### src/rtl/dtc_walk_ctrl.sv
// Sequential decision-tree walker: programmable node table, one node per clock.
// Optional macro DTC_WALK_PERF_EN adds perf_nodes / perf_cnt observability outputs.
module dtc_walk_ctrl #(
  parameter int IN_W      = 10,
  parameter int OUT_W     = 10,
  parameter int NODES     = 16,
  parameter int AW        = 4,
  parameter int FW        = 4,
  parameter int MAX_DEPTH = 16
) (
  input  logic             clk,
  input  logic             rst,
  input  logic             in_valid,
  output logic             in_ready,
  input  logic [IN_W-1:0]  inp,
  output logic             out_valid,
  input  logic             out_ready,
  output logic [OUT_W-1:0] outp,
  output logic             out_err,
  input  logic             cfg_we,
  input  logic [AW-1:0]    cfg_addr,
  input  logic             cfg_leaf,
  input  logic [FW-1:0]    cfg_feat,
  input  logic [AW-1:0]    cfg_lo,
  input  logic [AW-1:0]    cfg_hi,
  input  logic [OUT_W-1:0] cfg_val,
  output logic             busy
`ifdef DTC_WALK_PERF_EN
  ,
  output logic [AW:0]      perf_nodes,
  output logic [31:0]      perf_cnt
`endif
);

  // state | meaning
  // IDLE  | waiting for a sample, table writable
  // WALK  | visiting one node per cycle
  // DONE  | result presented until out_ready
  typedef enum logic [1:0] {IDLE, WALK, DONE} state_t;

  localparam int SW = $clog2(MAX_DEPTH + 1);
  localparam int PW = 2 ** FW;

  state_t r_state, w_next;

  logic             r_leaf [NODES];
  logic [FW-1:0]    r_feat [NODES];
  logic [AW-1:0]    r_lo   [NODES];
  logic [AW-1:0]    r_hi   [NODES];
  logic [OUT_W-1:0] r_val  [NODES];

  logic [IN_W-1:0]  r_sample;
  logic [AW-1:0]    r_ptr;
  logic [SW-1:0]    r_steps;
  logic [OUT_W-1:0] r_outp;
  logic             r_err;

  logic             w_leaf;
  logic [FW-1:0]    w_feat;
  logic [PW-1:0]    w_pad;
  logic             w_bit;
  logic             w_last;
  logic             w_cfg_wr;

  assign w_leaf   = r_leaf[r_ptr];
  assign w_feat   = r_feat[r_ptr];
  // Zero-padding the sample makes out-of-range feature indices read as 0.
  assign w_pad    = {{(PW - IN_W){1'b0}}, r_sample};
  assign w_bit    = w_pad[w_feat];
  assign w_last   = (r_steps == SW'(MAX_DEPTH - 1));
  assign w_cfg_wr = (r_state == IDLE) && cfg_we;

  assign in_ready  = (r_state == IDLE);
  assign out_valid = (r_state == DONE);
  assign busy      = (r_state != IDLE);
  assign outp      = r_outp;
  assign out_err   = r_err;

  always_ff @(posedge clk) begin
    if (rst) r_state <= IDLE;
    else     r_state <= w_next;
  end

  always_comb begin
    w_next = r_state;
    case (r_state)
      IDLE:    if (in_valid) w_next = WALK;
      WALK:    if (w_leaf || w_last) w_next = DONE;
      DONE:    if (out_ready) w_next = IDLE;
      default: w_next = IDLE;
    endcase
  end

  always_ff @(posedge clk) begin
    if (rst) begin
      for (int i = 0; i < NODES; i++) begin
        r_leaf[i] <= 1'b1;
        r_feat[i] <= '0;
        r_lo[i]   <= '0;
        r_hi[i]   <= '0;
        r_val[i]  <= '0;
      end
      r_sample <= '0;
      r_ptr    <= '0;
      r_steps  <= '0;
      r_outp   <= '0;
      r_err    <= 1'b0;
    end else begin
      if (w_cfg_wr) begin
        r_leaf[cfg_addr] <= cfg_leaf;
        r_feat[cfg_addr] <= cfg_feat;
        r_lo[cfg_addr]   <= cfg_lo;
        r_hi[cfg_addr]   <= cfg_hi;
        r_val[cfg_addr]  <= cfg_val;
      end
      case (r_state)
        IDLE: begin
          if (in_valid) begin
            r_sample <= inp;
            r_ptr    <= '0;
            r_steps  <= '0;
          end
        end
        WALK: begin
          if (w_leaf) begin
            r_outp <= r_val[r_ptr];
            r_err  <= 1'b0;
          end else if (w_last) begin
            r_outp <= '0;
            r_err  <= 1'b1;
          end else begin
            r_ptr   <= w_bit ? r_hi[r_ptr] : r_lo[r_ptr];
            r_steps <= r_steps + 1'b1;
          end
        end
        default: ;
      endcase
    end
  end

`ifdef DTC_WALK_PERF_EN
  logic [AW:0] r_nodes;
  logic [31:0] r_cnt;

  always_ff @(posedge clk) begin
    if (rst) begin
      r_nodes <= '0;
      r_cnt   <= '0;
    end else begin
      // On abort steps is MAX_DEPTH-1, so steps+1 covers both outcomes.
      if ((r_state == WALK) && (w_leaf || w_last))
        r_nodes <= (AW+1)'(r_steps + 1'b1);
      if ((r_state == DONE) && out_ready && (r_cnt != 32'hFFFF_FFFF))
        r_cnt <= r_cnt + 32'd1;
    end
  end

  assign perf_nodes = r_nodes;
  assign perf_cnt   = r_cnt;
`endif

endmodule
### config.mk
export PLATFORM = sky130hd
export DESIGN_NAME = dtc_walk_ctrl
export DESIGN_NICKNAME = d
export VERILOG_FILES = /design/src/rtl/dtc_walk_ctrl.sv
export SDC_FILE = /design/constraint.sdc
export NUM_CORES = 1
export LEC_CHECK = 0
export CAP_MARGIN = 15
export CORE_MARGIN = 10
export CORE_UTILIZATION = 50
export DETAILED_ROUTE_END_ITERATION = 8
export MAX_ROUTING_LAYER = met4
export PLACE_DENSITY = 0.71
export SLEW_MARGIN = 40
export SYNTH_ARGS = -nofsm -noshare
export SYNTH_HDL_FRONTEND = slang
export SYNTH_SLANG_ARGS = --single-unit
### constraint.sdc
create_clock -name clk -period 2.6 [get_ports clk]
set_input_delay 0.39 -clock clk [delete_from_list [all_inputs] [get_ports clk]]
set_output_delay 0.39 -clock clk [all_outputs]
set_load 0.01 [all_outputs]
==> impl_metrics.json, run 1 <==
{
  "crit_required_ns": 3.03,
  "row_count": 69,
  "hold_viol_final": 0,
  "detail_route.iter0.violations": 1039,
  "p_leak_nw": 7.644,
  "numCtsBuffers": 43,
  "grt_max_degree": 63,
  "synth_cell_types": 42,
  "start_util_pct": 50.76,
  "finalNonFillerCells": 1789,
  "fin_ws_ns": -0.3430,
  "tightest_slew_ns": 0.8253,
  "fin_crit_sh_pct": 113.2,
  "overflow": 0,
  "gr-usage-all-layers_pct": 20.99,
  "hold_depth": 3,
  "nFillCells": 2618,
  "htree_levels": 2,
  "dp_hpwl_mm": 27.54,
  "rsz0062_at_grt": "true",
  "drive_gt1_share_pct": 24.27,
  "yosysWarnings": 0,
  "cts_tree": "built",
  "gr-usage-met3_pct": 3.813,
  "min_delay_worst_endpoint": "r_sample[1]",
  "first_global_vias": 10640,
  "netlist_area_sq_mm": 0.01810,
  "crit_slowest_cell": "mux4_2",
  "cts_sinks": 404,
  "grt_use_met1_pct": 27.71,
  "synth_seq_cells": 404,
  "drc": 0,
  "crit_type": "flip-flop to flip-flop",
  "antenna_found_initial": 0,
  "avgSynthCellArea_sq_um": 15.15,
  "power.internal_w": 0.01117,
  "die_y_um": 210.3,
  "ios": 56,
  "met2_usage_pct": 32.86,
  "wirelength_mm": 44.99,
  "cpMostUsedCell": "mux2_4",
  "area_growth_pct": 18.07,
  "status": "finished, violations left",
  "max_freq_mhz": 339.8,
  "holdWs_ns": 0.3962,
  "place_congestion": 0.8272,
  "dieArea_sq_mm": 0.04421,
  "cap_viol_max_count": 0,
  "pwr-share-seq_pct": 51.9,
  "slew_headroom_pct": 44.56,
  "dp_cells": 1696,
  "setup_viol": 8,
  "vias": 10340,
  "clockBufferDepth": 3,
  "power_switching_w": 0.003011,
  "irDropWorstVdd_mv": 0.3965,
  "hp-start": "inp[1]",
  "drtPass1Iterations": 5,
  "clkLatencyLatePin_ns": 0.55,
  "r2r_cells": 10,
  "grt_pass1_wl_mm": 67.72,
  "cpPeakStageDelay_ns": 0.52,
  "ys_seq_area_share_pct": 64.15,
  "path_max_fanout": 5,
  "postRouteAntennaNets": 0,
  "p_per_area_mw_per_mm2": 663.6,
  "path_cells": "buf_12 > mux4_2 > mux2i_4 > mux2_4 > a211o_1 > a21boi_2 > a311oi_4 > buf_6 > mux2_4 > a22o_1",
  "core_sq_mm": 0.03566,
  "slew_viol_final": 0,
  "power_frac_comb_pct": 5.5,
  "worstSetupEndpointType": "flip-flop",
  "clkPwrFrac_pct": 42.6,
  "dpl_worst_slack_ns": -0.3800,
  "port-buffer-count": 55,
  "top_usage_layer": "met2",
  "wl_per_cell_um": 25.15,
  "worstPathArrival_ns": 3.37,
  "min_period_ns": 2.943,
  "reg2reg_setup_slack_ns": -0.34,
  "routed_via_density": 5.780,
  "swShare_pct": 21.24,
  "fin_nets": 1339,
  "stdcell_area_sq_mm": 0.02137,
  "clkTransAtPathRegs_ns": 0.06,
  "clock_skew_ns": 0.01708,
  "min_path_type": "input pin to flip-flop",
  "syn_nets": 1239,
  "synthCells": 1195,
  "root_buffer": "clkbuf_16",
  "dpl-instance-area_sq_mm": 0.01973,
  "crit_path_start_kind": "flip-flop",
  "die_width_um": 210.3,
  "violations": "negative setup slack"
}
## area by class of cell
cell class	count	area, sq um	area share [%]
Sequential cell	404	11620	54.39
Clock inverter	18	181.4	0.8490
Inverter	4	15.01	0.07026
Tap cell	461	576.8	2.699
Timing Repair Buffer	150	1625	7.606
Multi-Input combinational cell	692	6137	28.72
Clock buffer	59	1207	5.650
Antenna cell	1	2.502	0.01171
## per-stage QoR
step	util (%)	TNS [ns]	power (W)
after global routing	59.93	-3.225	0.01460
after CTS	59.49	-2.392	0.01425
after floorplan	-	-0.07085	0.007826
after detailed placement	55.34	-3.238	0.008261
after global placement	55.34	-1.927	0.008238
final	59.93	-2.588	0.01418
## kinds of logic after synthesis
group,Yosys count,synth area share [%]
compound gates,54,2.012
xor+xnor,2,0.09680
fa+ha+maj,2,0.1382
buf+inv,99,2.454
flops,404,64.15
mux,135,15.23
simple gates,499,15.91
## worst max-delay path: cells and delay by family (launching register included)
family                 cells  cell delay, ns
AOI/OAI and AO/OA          4            0.75
buffers and inverters      2            0.28
DFF                        1            0.38
muxes                      4            1.41
## what timing repair did
item	4_1_cts	5_1_grt
setup endpoints to repair	13	14
gates resized for setup	7	14
endpoints found under the hold margin	0	0
pin swaps	2	9
gates cloned	0	2
hold buffers	0	0
buffers inserted	8	7
## power groups by stage
stage / clock network, W / registers [W] / logic, W
floorplan: 0 / 0.00746 / 0.000363
global placement: 0 / 0.00748 / 0.000761
detailed placement: 0 / 0.00749 / 0.000770
CTS: 0.00612 / 0.00736 / 0.000776
global route: 0.00639 / 0.00737 / 0.000835
finish: 0.00604 / 0.00736 / 0.000785
## routing by layer
layer,vias up,share of wire [%]
met5,-,0
met4,0,2.4
met3,74,7.3
met2,398,48
met1,5301,42
li1,4568,-
## flip-flops by register name, indices dropped and copies added, names as in the netlist, named ones only
signal and cells:
r_val 160, r_feat 64, r_hi 64, r_lo 64, r_leaf 16, outp 10, r_sample 10, r_steps 5
r_ptr 4, r_state 2, out_err 1
## cells in the final DEF, fill, tap and decap left out, types with 4 or more instances in the layout
cell,n
a21oi_1,13
clkbuf_8,5
nor2_1,32
inv_1,4
nor3_1,4
mux2_4,5
nor2_2,13
and2_1,354
nand2_1,47
or2_2,16
clkbuf_16,46
buf_12,24
clkinv_1,5
a22o_1,4
clkbuf_1,10
nand3_1,4
o21ai_0,17
nand2b_1,7
nor3_2,4
a22oi_1,11
buf_4,65
mux4_2,109
mux2i_1,15
dfxtp_1,48
clkdlybuf4s50_1,54
clkinv_2,6
edfxtp_1,352
nor2b_1,8
## how the worst max path moves through the flow
stage          startpoint  slack [ns]        end  cells past startpoint
3_3_place_gp    flip-flop       -0.23  flip-flop                     10
3_5_place_dp    flip-flop       -0.38  flip-flop                     10
5_1_grt         flip-flop       -0.40  flip-flop                     10
2_1_floorplan   flip-flop       -0.01    outp[8]                      9
4_1_cts         flip-flop       -0.32  flip-flop                     10
6_report        flip-flop       -0.34  flip-flop                     10
## synth_stat cells (all sizes together)
master     n  area share (%)
a211o      1           0.048
a211oi     1           0.041
a21boi     1           0.062
a21oi     13            0.36
a22o       4            0.19
a22oi     11            0.46
a2bb2oi    1           0.048
a311oi     1            0.15
a31oi      2            0.10
and2     355              12
and3       1           0.035
and3b      1           0.048
buf       20            0.82
clkbuf    75             1.6
dfxtp     52             5.8
edfxtp   352              58
ha         2            0.14
inv        4           0.083
mux2       7            0.44
mux2i     19             1.2
mux4     109              14
nand2     48             1.0
nand2b     7            0.24
nand3      4            0.11
nand3b     2           0.083
nand4      1           0.035
nor2      45            0.93
nor2b      9            0.31
nor3       8            0.22
nor3b      1           0.041
nor4       1           0.035
o211ai     2           0.083
o21ai     17            0.47
or2       16            0.55
xor2       2           0.097
No activity file was read; power rests on OpenSTA's default activity.
==> run 2, diff against run 1 <==
--- a/config.mk
+++ b/config.mk
@@ -11,6 +11,7 @@
 export DETAILED_ROUTE_END_ITERATION = 8
 export MAX_ROUTING_LAYER = met4
 export PLACE_DENSITY = 0.71
+export SKIP_CTS_REPAIR_TIMING = 1
 export SLEW_MARGIN = 40
 export SYNTH_ARGS = -nofsm -noshare
 export SYNTH_HDL_FRONTEND = slang
==> impl_metrics.json, run 2 (same netlist as run 1, synthesis figures left out) <==
{
  "status": "finished, violations left",
  "violations": "negative setup slack",
  "max_freq_mhz": 339.6,
  "rsz0062_at_grt": "true",
  "reg2reg_setup_slack_ns": -0.34,
  "p_leak_nw": 7.639,
  "setup_viol": 10,
  "setup_tns_ns": -2.749,
  "cts_tree": "built",
  "clock_skew_ns": 0.01764,
  "multi_input_area_sq_mm": 0.006136,
  "routed_via_density": 5.786,
  "regMostFlops": "r_val",
  "finalNonFillerCells": 1787,
  "dp_cells": 1696,
  "drtPass1Iterations": 5,
  "worstSetupEndpointType": "flip-flop",
  "overflow": 0,
  "fin_crit_sh_pct": 113.3,
  "layout_common_cells": "and2_1 (353), edfxtp_1 (352), mux4_2 (109)",
  "r2r_cells": 10,
  "wirelength_mm": 44.79,
  "tightest_slew_ns": 0.7871,
  "path_max_fanout": 5,
  "cpPeakStageDelay_ns": 0.52,
  "drive_gt1_share_pct": 24.21,
  "layout_commonest_cell": "and2_1",
  "die_y_um": 210.3,
  "cts_sinks": 404,
  "row_count": 69,
  "antenna_found_initial": 0,
  "postRouteAntennaNets": 0,
  "htree_levels": 2,
  "fin_nets": 1338,
  "root_buffer": "clkbuf_16",
  "clkTransAtPathRegs_ns": 0.06,
  "gr-usage-all-layers_pct": 20.93,
  "area_growth_pct": 18.06,
  "numCtsBuffers": 43,
  "path_cells": "buf_12 > mux4_2 > mux2i_4 > mux2_4 > a211o_1 > a21boi_2 > a311oi_4 > buf_6 > mux2_1 > a22o_1",
  "place_congestion": 0.8272,
  "grt_pass1_wl_mm": 67.48,
  "core_sq_mm": 0.03566,
  "totalPowerFinal_w": 0.01418,
  "antenna_cells": 0,
  "start_util_pct": 50.76,
  "nFillCells": 2613,
  "first_global_vias": 10590,
  "die_width_um": 210.3,
  "largest_reg_flops": 160,
  "hp-start": "inp[1]",
  "clockBufferDepth": 3,
  "clkLatencyLatePin_ns": 0.55,
  "crit_type": "flip-flop to flip-flop",
  "wl_per_cell_um": 25.06,
  "worstPathArrival_ns": 3.37,
  "dp_hpwl_mm": 27.54,
  "vias": 10340,
  "slew_headroom_pct": 47.12,
  "irDropWorstVdd_mv": 0.3964,
  "crit_path_start_kind": "flip-flop",
  "slew_viol_final": 0,
  "crit_required_ns": 3.03,
  "fin_ws_ns": -0.3447,
  "detail_route.iter0.violations": 1118,
  "grt_max_degree": 63,
  "hold_viol_final": 0,
  "register_area_sq_mm": 0.01162,
  "port-buffer-count": 55,
  "drc": 0,
  "hold_depth": 3,
  "crit_slowest_cell": "mux4_2",
  "cap_viol_max_count": 0,
  "ios": 56,
  "min_delay_worst_endpoint": "r_sample[1]",
  "p_per_area_mw_per_mm2": 663.8,
  "min_period_ns": 2.945,
  "dieArea_sq_mm": 0.04421,
  "min_path_type": "input pin to flip-flop"
}
run 2: cell types whose count changed in the layout (fill, tap and decap cells not counted), sizes merged:
cell    change
clkbuf      -1
diode       -1
run 2: area by class of cell:
cell class | instances | area share, %
tap | 461 | 2.700
timing repair buffer | 149 | 7.613
multi-input combinational | 692 | 28.72
sequential | 404 | 54.40
clock inverter | 18 | 0.8491
inverter | 4 | 0.07027
clock buffer | 59 | 5.651
run 2: how the worst max path moves through the flow:
stage | endpoint | slack, ns | cells past startpoint
after CTS | flip-flop | -0.39 | 10
after detailed placement | flip-flop | -0.38 | 10
after global routing | flip-flop | -0.43 | 10
after floorplan | outp[8] | -0.01 | 9
final | flip-flop | -0.34 | 10
after global placement | flip-flop | -0.23 | 10
run 2: critical path, delay by kind of cell (launching register included):
family                 cells  cell delay (ns)
DFF                        1             0.38
muxes                      4             1.41
AOI/OAI and AO/OA          4             0.75
buffers and inverters      2             0.29
run 2: metrics by stage:
stage | instance area [sq um] | hold WS, ns | setup WS, ns | util (%)
2_1_floorplan | 18100 | 0.4357 | -0.01220 | -
3_3_place_gp | 19730 | 0.4437 | -0.2270 | 55.34
3_5_place_dp | 19730 | 0.4543 | -0.3800 | 55.34
4_1_cts | 21120 | 0.3839 | -0.3945 | 59.24
5_1_grt | 21370 | 0.4117 | -0.4303 | 59.93
6_report | 21370 | 0.3975 | -0.3447 | 59.93
run 2: report_power, final:
part / internal, W / switching, W
registers: 0.00728 / 0.0000780
clock network: 0.00355 / 0.00250
logic: 0.000334 / 0.000445
total: 0.0112 / 0.00302
run 2: per-layer routing:
layer,up-vias,global-route usage (%),routed length (um)
met5,-,-,0
met4,0,6.045,967
met3,67,3.798,3315
met2,403,32.75,21740
met1,5299,27.69,18760
li1,4571,-,-
==> run 3, diff against run 2 <==
--- a/config.mk
+++ b/config.mk
@@ -7,10 +7,10 @@
 export LEC_CHECK = 0
 export CAP_MARGIN = 15
 export CORE_MARGIN = 10
-export CORE_UTILIZATION = 50
+export CORE_UTILIZATION = 52
 export DETAILED_ROUTE_END_ITERATION = 8
 export MAX_ROUTING_LAYER = met4
-export PLACE_DENSITY = 0.71
+export PLACE_DENSITY = 0.73
 export SKIP_CTS_REPAIR_TIMING = 1
 export SLEW_MARGIN = 40
 export SYNTH_ARGS = -nofsm -noshare
==> impl_metrics.json, run 3 (same netlist as run 1, synthesis figures left out) <==
{
  "port-buffer-count": 55,
  "hold_viol_final": 0,
  "crit_type": "flip-flop to flip-flop",
  "pwr-share-seq_pct": 53.5,
  "layout_common_cells": "and2_1 (353), edfxtp_1 (352), mux4_2 (109)",
  "cts_tree": "built",
  "slew_viol_final": 0,
  "rsz0062_at_grt": "true",
  "multi_input_area_sq_mm": 0.006150,
  "numCtsBuffers": 43,
  "detail_route.iter0.violations": 1065,
  "routed_via_density": 5.767,
  "tightest_slew_ns": 0.7534,
  "status": "finished, violations left",
  "violations": "negative setup slack",
  "dieArea_sq_mm": 0.04267,
  "fin_ws_ns": -0.2469,
  "holdWs_ns": 0.3995,
  "htree_levels": 2,
  "die_y_um": 206.6,
  "ios": 56,
  "grt_pass1_wl_mm": 65.83,
  "die_width_um": 206.6,
  "max_freq_mhz": 351.3,
  "overflow": 0,
  "fin_nets": 1338,
  "core_sq_mm": 0.03446,
  "grt_max_degree": 63,
  "crit_path_start_kind": "flip-flop",
  "drtPass1Iterations": 5,
  "gr-usage-all-layers_pct": 21.37,
  "start_util_pct": 52.52,
  "slew_headroom_pct": 49.39,
  "path_max_fanout": 5,
  "power.internal_w": 0.01080,
  "cts_sinks": 404,
  "crit_required_ns": 3.03,
  "power_frac_comb_pct": 5.7,
  "dp_hpwl_mm": 27.09,
  "first_global_vias": 10500,
  "irDropWorstVdd_mv": 0.5084,
  "fin_util_pct": 61.86,
  "fin_crit_sh_pct": 109.5,
  "regMostFlops": "r_val",
  "drive_gt1_share_pct": 23.77,
  "cap_viol_max_count": 0,
  "p_leak_nw": 7.607,
  "layout_commonest_cell": "and2_1",
  "nFillCells": 2464,
  "clkPwrFrac_pct": 40.8,
  "wirelength_mm": 44.17,
  "wl_per_cell_um": 24.82,
  "antenna_found_initial": 0,
  "vias": 10270,
  "largest_reg_flops": 160,
  "clock_skew_ns": 0.02060,
  "setup_tns_ns": -2.021,
  "min_period_ns": 2.847,
  "worstSetupEndpointType": "flip-flop",
  "p_per_area_mw_per_mm2": 645.2,
  "clkLatencyLatePin_ns": 0.55,
  "min_path_type": "input pin to flip-flop",
  "clkTransAtPathRegs_ns": 0.06,
  "place_congestion": 0.8574,
  "root_buffer": "clkbuf_16",
  "clockBufferDepth": 3,
  "area_growth_pct": 17.77,
  "antenna_cells": 0,
  "row_count": 68,
  "register_area_sq_mm": 0.01162,
  "power_switching_w": 0.002953,
  "drc": 0,
  "postRouteAntennaNets": 0,
  "worstPathArrival_ns": 3.28,
  "swShare_pct": 21.47,
  "setup_viol": 10
}
## run 3: cell types whose count changed in the layout (fill, tap and decap cells not counted), moves of 2 or more
cell and change:
bufinv_16 -3, mux2_1 -4, clkinv_2 -3, mux2_4 +3, buf_12 +2, clkinv_1 +9
buf_4 -7, inv_6 -2, buf_6 +4, clkbuf_16 +2, clkbuf_8 -4
## run 3: area by class of cell
class / instances / area share (%)
clock buffers: 56 / 5.524
inverters: 4 / 0.07044
flip-flops and latches: 404 / 54.53
well taps: 455 / 2.671
clock inverters: 20 / 0.4520
multi-input cells: 692 / 28.85
repair buffers: 149 / 7.901
## run 3: power groups by stage
stage	Clock (W)	Sequential [W]	Combinational, W
global placement	0	0.00748	0.000758
floorplan	0	0.00746	0.000363
detailed placement	0	0.00749	0.000770
CTS	0.00569	0.00736	0.000774
finish	0.00561	0.00736	0.000788
global route	0.00593	0.00737	0.000833
## run 3: metrics by stage
stage / cells / power [W] / cell area [sq um] / worst slack [ns]
after floorplan: 1195 / 0.007826 / 18100 / -0.01220
after global placement: 1688 / 0.008237 / 19750 / -0.2552
after detailed placement: 1688 / 0.008263 / 19750 / -0.3575
after CTS: 1764 / 0.01382 / 21020 / -0.4000
after global routing: 1780 / 0.01414 / 21320 / -0.3448
final: 1780 / 0.01375 / 21320 / -0.2469
## run 3: path summary, 6_finish.rpt
kind,startpoint,to,slack (ns),cells after the start
setup / recovery,flip-flop,flip-flop,-0.25,11
hold / removal,inp[6],r_sample[6],0.40,3
hold reg to reg,out_err,out_err,0.46,2
setup reg to reg,flip-flop,flip-flop,-0.25,11
## run 3: metal layers
| metal | share of wire (%) | wire [um] | global-route usage, % | vias to the layer above |
|---|---|---|---|---|
| li1 | - | - | - | 4558 |
| met1 | 41 | 17970 | 27.76 | 5254 |
| met2 | 49 | 21850 | 34.31 | 382 |
| met3 | 7.2 | 3196 | 3.168 | 72 |
| met4 | 2.6 | 1157 | 6.828 | 0 |
| met5 | 0 | 0 | - | - |
## run 3: critical path, stage by stage (launching register included)
cell      delay, ns
dfxtp_4        0.39
buf_6          0.13
mux4_2         0.52
mux2i_4        0.18
buf_6          0.13
mux2i_1        0.07
o211ai_1       0.23
a21boi_2       0.11
a311oi_4       0.28
buf_6          0.18
mux2_4         0.30
a22o_1         0.22
